[config.mk]
export PLATFORM = sky130hd
export DESIGN_NAME = instr_fetch
export DESIGN_NICKNAME = d
export VERILOG_FILES = /design/src/rtl/instr_fetch.sv
export SDC_FILE = /design/constraint.sdc
export NUM_CORES = 1
export LEC_CHECK = 0
export BUFFER_PORTS_ARGS = -buffer_cell sky130_fd_sc_hd__buf_2
export CAP_MARGIN = 15
export CORE_MARGIN = 5
export CORE_UTILIZATION = 30
export DETAILED_ROUTE_END_ITERATION = 6
export GPL_TIMING_DRIVEN = 0
export SYNTH_ARGS = -nofsm -noshare
export SYNTH_HDL_FRONTEND = slang
export SYNTH_SLANG_ARGS = --single-unit
[constraint.sdc]
create_clock -name clk -period 6.4 [get_ports clk]
set_clock_uncertainty 0.2 [all_clocks]
set_input_delay 0.64 -clock clk [delete_from_list [all_inputs] [get_ports clk]]
set_output_delay 0.64 -clock clk [all_outputs]
set_load 0.02 [all_outputs]
[src/rtl/instr_fetch.sv]
// Instruction fetch sequencer: drives the PC, fetches over a req/gnt + rvalid
// memory handshake (one outstanding request) and hands words to decode over valid/ready.
module instr_fetch #(
  parameter int unsigned          ADDR_W   = 32,
  parameter logic [ADDR_W-1:0]    RESET_PC = '0
) (
  input  logic              clk,
  input  logic              rst,
  output logic              imem_req,
  output logic [ADDR_W-1:0] imem_addr,
  input  logic              imem_gnt,
  input  logic              imem_rvalid,
  input  logic [31:0]       imem_rdata,
  output logic              instr_valid,
  input  logic              instr_ready,
  output logic [31:0]       instr,
  output logic [5:0]        opcode,
  output logic [ADDR_W-1:0] instr_pc,
  input  logic              redirect,
  input  logic [ADDR_W-1:0] redirect_pc,
  output logic [31:0]       fetch_count
);

  typedef enum logic [1:0] {S_REQ, S_WAIT, S_HOLD, S_DROP} state_e;

  state_e              state_q, state_d;
  logic [ADDR_W-1:0]   pc_q, pc_d;
  logic [ADDR_W-1:0]   pc_inflight_q, pc_inflight_d;
  logic [31:0]         instr_q, instr_d;
  logic [ADDR_W-1:0]   instr_pc_q, instr_pc_d;
  logic                instr_valid_q, instr_valid_d;
  logic [31:0]         fetch_count_q, fetch_count_d;
  logic [ADDR_W-1:0]   redirect_tgt;

  assign redirect_tgt = {redirect_pc[ADDR_W-1:2], 2'b00};

  // Request is suppressed during the reset cycle even if the state says REQ.
  assign imem_req    = (state_q == S_REQ) && !rst;
  assign imem_addr   = rst ? RESET_PC : pc_q;
  assign instr_valid = instr_valid_q;
  assign instr       = instr_q;
  assign opcode      = instr_q[31:26];
  assign instr_pc    = instr_pc_q;
  assign fetch_count = fetch_count_q;

  always_comb begin
    state_d       = state_q;
    pc_d          = pc_q;
    pc_inflight_d = pc_inflight_q;
    instr_d       = instr_q;
    instr_pc_d    = instr_pc_q;
    instr_valid_d = instr_valid_q;
    fetch_count_d = fetch_count_q;
    unique case (state_q)
      S_REQ: begin
        if (redirect) begin
          pc_d = redirect_tgt;
          // A request accepted in the same cycle still owes a response; drop it.
          if (imem_gnt) state_d = S_DROP;
        end else if (imem_gnt) begin
          pc_inflight_d = pc_q;
          pc_d          = pc_q + ADDR_W'(4);
          state_d       = S_WAIT;
        end
      end
      S_WAIT: begin
        if (redirect) begin
          pc_d    = redirect_tgt;
          state_d = imem_rvalid ? S_REQ : S_DROP;
        end else if (imem_rvalid) begin
          instr_d       = imem_rdata;
          instr_pc_d    = pc_inflight_q;
          instr_valid_d = 1'b1;
          state_d       = S_HOLD;
        end
      end
      S_DROP: begin
        if (redirect) pc_d = redirect_tgt;
        if (imem_rvalid) state_d = S_REQ;
      end
      S_HOLD: begin
        if (redirect) begin
          instr_valid_d = 1'b0;
          pc_d          = redirect_tgt;
          state_d       = S_REQ;
        end else if (instr_ready) begin
          instr_valid_d = 1'b0;
          fetch_count_d = fetch_count_q + 32'd1;
          state_d       = S_REQ;
        end
      end
      default: state_d = S_REQ;
    endcase
  end

  always_ff @(posedge clk) begin
    if (rst) begin
      state_q       <= S_REQ;
      pc_q          <= RESET_PC;
      instr_q       <= '0;
      instr_pc_q    <= '0;
      instr_valid_q <= 1'b0;
      fetch_count_q <= '0;
    end else begin
      state_q       <= state_d;
      pc_q          <= pc_d;
      instr_q       <= instr_d;
      instr_pc_q    <= instr_pc_d;
      instr_valid_q <= instr_valid_d;
      fetch_count_q <= fetch_count_d;
    end
  end

  always_ff @(posedge clk) begin
    pc_inflight_q <= pc_inflight_d;
  end

  always_ff @(posedge clk) begin
    if (!rst) begin
      assert (!(imem_rvalid && (state_q == S_REQ || state_q == S_HOLD)))
        else $error("instr_fetch: imem_rvalid with no outstanding request");
      assert (imem_addr[1:0] == 2'b00)
        else $error("instr_fetch: imem_addr not word aligned");
    end
  end

endmodule

==> run metrics, run 1 <==
DIE HEIGHT 159.7 microns; drc violations 0; RSZ-0062 raised after global routing no; CTS buffer count 17; final hold violations 0; Core Region 0.02196 sq mm; post-synth cell types 49; starting density of the core 30.63%; max-slew violations 0; Leak 3.438 nW; area growth from synthesis to layout 29.36%; R2R cell count 5; PwrDens 266.0 mW/mm^2; top_reg_cell synth dfxtp_1; Setup Crit Path Kind input port to output port; # setup viols final 0; GR Overflow Total 0; Die Span X 159.7 microns; Synth Instances 768; Rows 54; FF-to-FF setup slack 3490 ps; Pre-antenna DRT Iters 5; Max FO, Critical Path 10; ys async rst share 0%; largest net degree at the start of global routing 31; Initial DRC Count 379; drt wl/cell 17.22 microns; Top Layer Used met5; CTS sink count 157; global-route wire length before repair 34390 microns; clk slew on worst S/H paths 70 ps; Synth top area share 37.80%; syn_area_per_cell 8.757 sq um; vias 6380; CP Launch Point rst; largest family of logic cells by synthesized area simple AND/OR/NAND/NOR gates; vias per cell 4.977; R2R Path End pc_inflight_q[21]$_DFFE_PP_; status completed; fmax 288.5 MHz; die area 0.02551 sq mm; worst hold path depth 3; synth warn 0; Hold Startpoint imem_rdata[15]; area share of fa/ha/maj cells after synthesis 0.3721%; leading area contributor after synthesis dfxtp_1; CTS tree done; vias in the first global route 6230; register area share after synthesis 51.20%; share of synthesized cell area in and, or, nand and nor gates 25.86%; Clock Latency Late Sink 430 ps; CP Launch Type input port; GPL Wtd Cong 0.8134; IO Pins 206; GRT Total Usage 16.93%; Req. time, crit path 5560 ps; Overall Power 2.314 mW; Tmin final 3466 ps; crit path capture type output port; setup_tns 0 ps; Peak VDD IR 0.2090 mV; Worst Hold End instr[15]$_SDFFE_PP0P_; number of antenna violations at the first check in global routing 4; WL met3 1679 microns; Root Buffer clkbuf_16; met2 routed WL 10400 microns; RR Startpoint state_q[1]$_SDFFE_PP0P_; Worst Hold Class input port to flop; H-tree levels 4; IO buf count 198; fin nets 1060; multiplexer share of the synthesized area 0.3163%; compound-gate portion of the synthesized area 16.02%; WL met1 9524 microns; CTS Hold Bufs 0; post-route clock period utilization 54.15%; Synth Register Bits 157; Max Cap Violations 0; Final HPWL DP 16480 microns; Syn Std Cell Area 0.006725 sq mm; Post-synth EDFFs 30; layout cell share with drive strength beyond 1 25.17%; post_cts resized 0; CP arrival 2630 ps; number of routed nets with antenna violations 0; Synth Area in XOR/XNOR 1.302%; CTS Buffer Depth 2; post-CTS setup buffer count 0; max_slew headroom 37.42%; Worst-Margin Slew 936.5 ps; top cells by area, synth dfxtp_1 (38%), edfxtp_1 (13%), nand2_1 (9.2%); Routed Wire Length 22080 microns
[registers in the layout (all words and copies together) (netlist names)]
signal,cells
instr_valid,1
pc_q,30
fetch_count,32
instr_pc,30
state_q,2
instr,32
pc_inflight_q,30
[cells in the final DEF, fill, tap and decap left out, types with 5 or more instances in the layout]
master,netlist,routed
buf_2,4,202
edfxtp_1,30,30
o21ai_0,14,14
buf_4,10,10
or3_1,16,16
nand3_1,21,21
and4_1,8,8
nor2b_1,29,29
nand2_1,165,165
clkbuf_16,0,19
dfxtp_1,127,127
inv_1,9,9
a21oi_1,93,93
clkinv_2,0,5
nand4_1,19,19
nor2_1,37,36
or4_1,28,28
and3_1,5,5
a311oi_1,16,16
o31ai_1,28,28
xor2_1,8,8
clkbuf_1,48,48
[worst max-delay path, cell delays in order]
cell,delay [ps]
buf_2,150
clkbuf_1,490
clkbuf_1,460
clkbuf_1,520
nor2_1,160
buf_2,200
[cells in the mapped netlist (all sizes together), types with 2 or more instances]
| cell type | instances |
|---|---|
| a21o | 4 |
| nand3 | 21 |
| o22ai | 2 |
| o41ai | 3 |
| nor3b | 2 |
| o31ai | 28 |
| ha | 2 |
| nor3 | 4 |
| and3 | 5 |
| dfxtp | 127 |
| nor4bb | 3 |
| buf | 17 |
| nor4 | 2 |
| o31a | 3 |
| a21oi | 93 |
| o211ai | 3 |
| nand2 | 165 |
| or4 | 29 |
| and2 | 2 |
| inv | 9 |
| clkbuf | 48 |
| xnor2 | 2 |
| nor2 | 37 |
| nor2b | 29 |
| xor2 | 8 |
| edfxtp | 30 |
| and4 | 8 |
| nand4b | 2 |
| nand4 | 20 |
| a311oi | 16 |
| o21ai | 14 |
| or3 | 16 |
| a32o | 4 |
[through the flow]
stage | util, % | instances | setup WS [ps] | instance area [sq um] | hold slack, ps
5_1_grt | 39.62 | 1282 | 2711 | 8700 | 232.4
3_3_place_gp | 36.79 | 1249 | 1951 | 8078 | 236.1
6_report | 39.62 | 1282 | 2934 | 8700 | 246.8
2_1_floorplan | - | 771 | 3023 | 6736 | 202.9
3_5_place_dp | 36.84 | 1249 | 2866 | 8090 | 239.2
4_1_cts | 39.61 | 1281 | 2857 | 8697 | 225.9
[report_power, final]
| part | internal, mW | switching [mW] | leakage [nW] |
|---|---|---|---|
| Sequential | 1.05 | 0.0329 | 1.32 |
| Clock | 0.621 | 0.413 | 0.310 |
| Combinational | 0.0706 | 0.130 | 1.81 |
[logic make-up (layout without fill, tap and decap cells)]
family,count (synthesis),count (layout)
buffers and inverters,74,304
muxes,2,2
other,1,5
xor gates and xnor gates,10,10
AOI/OAI and AO/OA,174,174
adders and majority gates,2,2
DFF,157,157
and+or+nand+nor,348,348
[cell type report]
| type | instances | area [sq um] |
|---|---|---|
| clock inverters | 9 | 76.32 |
| well taps | 280 | 350.3 |
| diodes | 1 | 2.502 |
| fillers | 2237 | 13260 |
| plain buffers | 65 | 294.0 |
| repair buffers | 198 | 991.0 |
| clock buffers | 23 | 530.5 |
| flip-flops and latches | 157 | 3443 |
| multi-input cells | 540 | 2978 |
| inverters | 9 | 33.78 |
[per-layer routing]
metal  track usage [%]  vias to the layer above
li1                  -                     3182
met1             21.29                     2941
met2             27.88                      212
met3             4.665                       39
met4             6.193                        6
met5                 0                        -
[worst max path at each step]
stage,to,slack (ps)
after detailed placement,imem_addr[11],2870
final,imem_addr[11],2930
after CTS,imem_addr[11],2860
after floorplan,pc_inflight_q[10]$_DFFE_PP_,3020
after global placement,pc_inflight_q[17]$_DFFE_PP_,1950
after global routing,imem_addr[11],2710
Power figures use the tool's default switching activity.
==> run 2, diff against run 1 <==
==> constraint.sdc (replaced) <==
create_clock -name clk -period 3.4 [get_ports clk]
set_clock_uncertainty 0.2 [all_clocks]
set_input_delay 0.34 -clock clk [delete_from_list [all_inputs] [get_ports clk]]
set_output_delay 0.34 -clock clk [all_outputs]
set_load 0.02 [all_outputs]
==> run metrics, run 2 (same netlist as run 1, synthesis figures left out) <==
status completed; H-tree levels 4 (unchanged); area growth from synthesis to layout 35.87%; drt wl/cell 17.04 microns (-1.1%); CP Launch Type flop; Worst-Margin Slew 929.3 ps (-7.215 ps); Finished Layout Cells 1325 (+3.4%); final hold violations 0 (unchanged); Pre-antenna DRT Iters 5 (unchanged); Sequential Power Share 46.2% (-0.4 points); final core occ 41.61% (+2.0 points); max-slew violations 0 (unchanged); fin nets 1104 (+4.2%); Setup Crit Path Kind flop to flop; GRT Total Usage 17.28% (+0.35 points); Req. time, crit path 3250 ps (-2310 ps); Final HPWL DP 16480 microns (unchanged); Max FO, Critical Path 30 (+20); die area 0.02551 sq mm (unchanged); IO buf count 198 (unchanged); commonest non-fill, non-tap cell in the layout buf_2; Leak 3.622 nW (+5.3%); PwrDens 481.1 mW/mm^2 (+81%); starting density of the core 30.63% (unchanged); Pint 3.304 mW (+90%); vias per cell 4.967 (-0.20%); RR Startpoint state_q[1]$_SDFFE_PP0P_; IO Pins 206 (unchanged); number of routed nets with antenna violations 0 (unchanged); DIE HEIGHT 159.7 microns (unchanged); layout cell share with drive strength beyond 1 24.11% (-1.1 points); # setup viols final 0 (unchanged); Core Region 0.02196 sq mm (unchanged); Diodes inserted 0 (-1); drc violations 0 (unchanged); post-route clock period utilization 85.34%; GPL Wtd Cong 0.8134 (unchanged); area of placed instances 0.008090 sq mm (unchanged); sw frac 24.84% (-0.058 points); Die Span X 159.7 microns (unchanged); Worst Hold Class input port to flop; Routed Wire Length 22570 microns (+2.2%); max_slew headroom 37.90% (+0.48 points); vias in the first global route 6465 (+3.8%); Final Cell Area 0.009138 sq mm (+5.0%); largest net degree at the start of global routing 31 (unchanged); net switching power 1.092 mW (+90%); placed instance count 1249 (unchanged); clk slew on worst S/H paths 60 ps (about the same); Gate power share 9.5% (+0.8 points); global-route wire length before repair 35290 microns (+2.6%); Initial DRC Count 373 (-1.6%); Hold Startpoint redirect_pc[30]; RSZ-0062 raised after global routing no; fill cell count 2181 (-2.5%); Max Cap Violations 0 (unchanged); CTS buffer count 17 (unchanged); Clk network pwr share 44.3% (-0.4 points); GR Overflow Total 0 (unchanged); Root Buffer clkbuf_16; CTS Buffer Depth 2 (unchanged); Tmin final 2901 ps; CTS sink count 157 (unchanged); Hold Worst Slack 17.45 ps (-229.3 ps); CP arrival 2750 ps (+120 ps); number of antenna violations at the first check in global routing 2 (-2); crit path capture type flop; vias 6581 (+3.2%); CTS tree done; Peak VDD IR 0.3914 mV (+87%); Rows 54 (unchanged); Clock Latency Late Sink 430 ps (about the same); fmax 344.7 MHz; most frequent cells in the layout buf_2 (202), nand2_1 (165), dfxtp_1 (127), a21oi_1 (93), clkbuf_1 (48); CP Launch Point state_q[1]$_SDFFE_PP0P_
run 2: critical path: stages (launching register included):
cell      delay (ps)
dfxtp_1          310
clkbuf_1         240
or3_1            420
clkbuf_1         240
clkbuf_1         320
nor2_4           770
run 2: layout make-up:
class                      instances  area [sq um]  share of cell area (%)
clock inverter                     9         76.32                  0.8353
clock buffer                      23         530.5                   5.806
tap                              280         350.3                   3.834
multi-input combinational        540          2978                   32.59
sequential                       157          3443                   37.68
buffer                            65         294.0                   3.218
inverter                           9         33.78                  0.3697
timing repair buffer             242          1431                   15.66
run 2: layer usage:
metal,global-route usage (%),up-vias,share of wire [%]
li1,-,3274,-
met1,21.76,3066,44
met2,29.10,205,48
met3,4.175,32,6.4
met4,5.838,4,1.9
met5,0,-,0.15
run 2: path summary, 6_finish.rpt:
| check | endpoint | slack [ps] | cells past startpoint |
|---|---|---|---|
| setup / recovery | pc_inflight_q[21]$_DFFE_PP_ | 500 | 5 |
| hold / removal | pc_q[30]$_SDFFE_PP0P_ | 20 | 3 |
| setup reg to reg | pc_inflight_q[21]$_DFFE_PP_ | 500 | 5 |
| hold reg to reg | instr[1]$_SDFFE_PP0P_ | 250 | 2 |
run 2: per-stage QoR:
stage,setup slack [ps],total power [mW],TNS (ps)
floorplan,234.5,2.280,0
global placement,-786.7,2.447,-23470
detailed placement,449.3,2.453,0
CTS,443.7,4.439,0
global route,311.0,4.555,0
finish,498.6,4.396,0
run 2: timing repair:
action,4_1_cts,5_1_grt
resized for setup,0,0
buffers inserted,0,0
hold buffers,44,0
hold endpoints to repair,44,0
run 2: power by group through the flow:
| stage | sequential, mW | combinational [mW] | clock [mW] |
|---|---|---|---|
| after floorplan | 2.07 | 0.211 | 0 |
| after global placement | 2.07 | 0.377 | 0 |
| after detailed placement | 2.07 | 0.383 | 0 |
| after CTS | 2.03 | 0.423 | 1.99 |
| after global routing | 2.04 | 0.459 | 2.06 |
| final | 2.03 | 0.419 | 1.95 |
==> run 3, diff against run 2 <==
--- a/config.mk
+++ b/config.mk
@@ -7,7 +7,7 @@
 export LEC_CHECK = 0
 export BUFFER_PORTS_ARGS = -buffer_cell sky130_fd_sc_hd__buf_2
 export CAP_MARGIN = 15
-export CORE_MARGIN = 5
+export CORE_MARGIN = 3
 export CORE_UTILIZATION = 30
 export DETAILED_ROUTE_END_ITERATION = 6
 export GPL_TIMING_DRIVEN = 0
==> run metrics, run 3 (same netlist as run 1, synthesis figures left out) <==
status completed; met2 routed WL 10370 microns (-4.2%); max_slew headroom 39.46% (+1.6 points); crit path capture type flop; Hold Worst Slack 15.01 ps (-2.439 ps); layout cell share with drive strength beyond 1 24.00% (-0.12 points); CP arrival 2740 ps (about the same); fin worst setup slack 511.0 ps (+12.44 ps); Routed Wire Length 22060 microns (-2.3%); max-slew violations 0 (unchanged); critical-path cell list clkbuf_1 -> or3_1 -> clkbuf_1 -> clkbuf_1 -> nor2_4; R2R Path End pc_inflight_q[21]$_DFFE_PP_; Initial DRC Count 417 (+12%); H-tree levels 4 (unchanged); RR Startpoint state_q[1]$_SDFFE_PP0P_; dpl ws 473.4 ps (+24.06 ps); Final HPWL DP 15790 microns (-4.2%); CP Launch Point state_q[1]$_SDFFE_PP0P_; fmax 346.1 MHz (+0.43%); post-CTS setup buffer count 0 (unchanged); FF-to-FF setup slack 510 ps (about the same); GPL Wtd Cong 0.8034 (-1.2%); Leak 3.647 nW (+0.71%); max incr delay on CP 760 ps (about the same); CTS buffer count 17 (unchanged); Final Cell Area 0.009208 sq mm (+0.77%); drc violations 0 (unchanged); WL met3 1229 microns (-15%); Setup Crit Path Kind flop to flop; CTS Buffer Depth 2 (unchanged); Pre-antenna DRT Iters 4 (-1); FF+latch area 0.003443 sq mm (unchanged); Finished Layout Cells 1326 (+0.075%); Peak VDD IR 0.3542 mV (-9.5%); fill cell count 2177 (-0.18%); CP max stage cell nor2_4; number of routed nets with antenna violations 0 (unchanged); WL met1 9926 microns (+0.86%); capture point of the worst path pc_inflight_q[21]$_DFFE_PP_; die area 0.02425 sq mm (-4.9%); global-route wire length before repair 33930 microns (-3.9%); clk slew on worst S/H paths 70 ps (about the same); Clock Latency Late Sink 420 ps (about the same); Req. time, crit path 3250 ps (about the same); CTS sink count 157 (unchanged); post_cts resized 0 (unchanged); Die Span X 155.7 microns (-2.5%); number of antenna violations at the first check in global routing 3 (+1); vias 6627 (+0.70%); area of placed instances 0.008102 sq mm (+0.14%); area growth from synthesis to layout 36.91%; final hold violations 0 (unchanged); CTS tree done; setup_tns 0 ps (unchanged); Rows 54 (unchanged); starting density of the core 30.63% (unchanged); Max Cap Violations 0 (unchanged); Worst-Margin Slew 905.9 ps (-23.35 ps); placed instance count 1250 (+0.080%); PwrDens 493.5 mW/mm^2 (+2.6%); R2R cell count 5 (unchanged); most frequent cells in the layout buf_2 (202), nand2_1 (165), dfxtp_1 (127), a21oi_1 (93), clkbuf_1 (49); GRT Total Usage 17.73% (+0.45 points); Top Layer Used met5; Worst Hold Class input port to flop; IO Pins 206 (unchanged); Core Region 0.02196 sq mm (unchanged); vias per cell 4.998 (+0.62%); CP Launch Type flop; area of the multi-input gates 0.002978 sq mm (unchanged); post-route clock period utilization 84.97% (-0.37 points); fin nets 1106 (+0.18%); Most common cell on crit path clkbuf_1; Max FO, Critical Path 30 (unchanged); Tmin final 2889 ps (-12.45 ps); # setup viols final 0 (unchanged); vias in the first global route 6082 (-5.9%); IO buf count 198 (unchanged); Root Buffer clkbuf_16; final core occ 41.93% (+0.32 points); Overall Power 4.544 mW (+3.4%); RSZ-0062 raised after global routing no; drt wl/cell 16.64 microns (-2.3%); largest net degree at the start of global routing 31 (unchanged); Diodes inserted 0 (unchanged); GR Overflow Total 0 (unchanged); DIE HEIGHT 155.7 microns (-2.5%); commonest non-fill, non-tap cell in the layout buf_2
[run 3: how the worst min path moves through the flow]
stage | startpoint | end | slack, ps | cells past startpoint
after floorplan | pc_q[6]$_SDFFE_PP0P_ | pc_inflight_q[6]$_DFFE_PP_ | 200 | 0
final | redirect_pc[23] | pc_q[23]$_SDFFE_PP0P_ | 20 | 3
after global routing | redirect_pc[15] | pc_q[15]$_SDFFE_PP0P_ | 30 | 3
after CTS | redirect_pc[30] | pc_q[30]$_SDFFE_PP0P_ | 4 | 3
after global placement | pc_q[6]$_SDFFE_PP0P_ | pc_inflight_q[6]$_DFFE_PP_ | 240 | 0
after detailed placement | pc_q[6]$_SDFFE_PP0P_ | pc_inflight_q[6]$_DFFE_PP_ | 220 | 0
[run 3: repair_timing]
item                                   4_1_cts  5_1_grt
hold buffers                                45        0
endpoints found under the hold margin       45        0
setup endpoints to repair                    0        0
[run 3: area by class of cell]
class	count	share of cell area (%)
Buffer	65	3.193
Clock buffer	23	5.775
Clock inverter	8	1.345
Inverter	9	0.3669
Multi-Input combinational cell	540	32.34
Sequential cell	157	37.40
Tap cell	280	3.805
Timing Repair Buffer	244	15.78
[run 3: where the power goes]
| group | switching (mW) | internal (mW) | total (mW) |
|---|---|---|---|
| Combinational | 0.252 | 0.167 | 0.419 |
| Clock | 0.769 | 1.32 | 2.09 |
| Sequential | 0.0634 | 1.97 | 2.03 |
| Total | 1.08 | 3.46 | 4.54 |
[run 3: routing by layer]
metal / track usage, % / vias up
met2: 28.49 / 199
met5: 0 / -
met4: 5.887 / 6
met3: 4.300 / 35
met1: 23.53 / 3106
li1: - / 3281
[run 3: critical path: cells and delay by family, from the launching register on]
kind / cells / cell delay (ps)
buf+inv: 3 / 800
flops: 1 / 310
simple gates: 2 / 1180
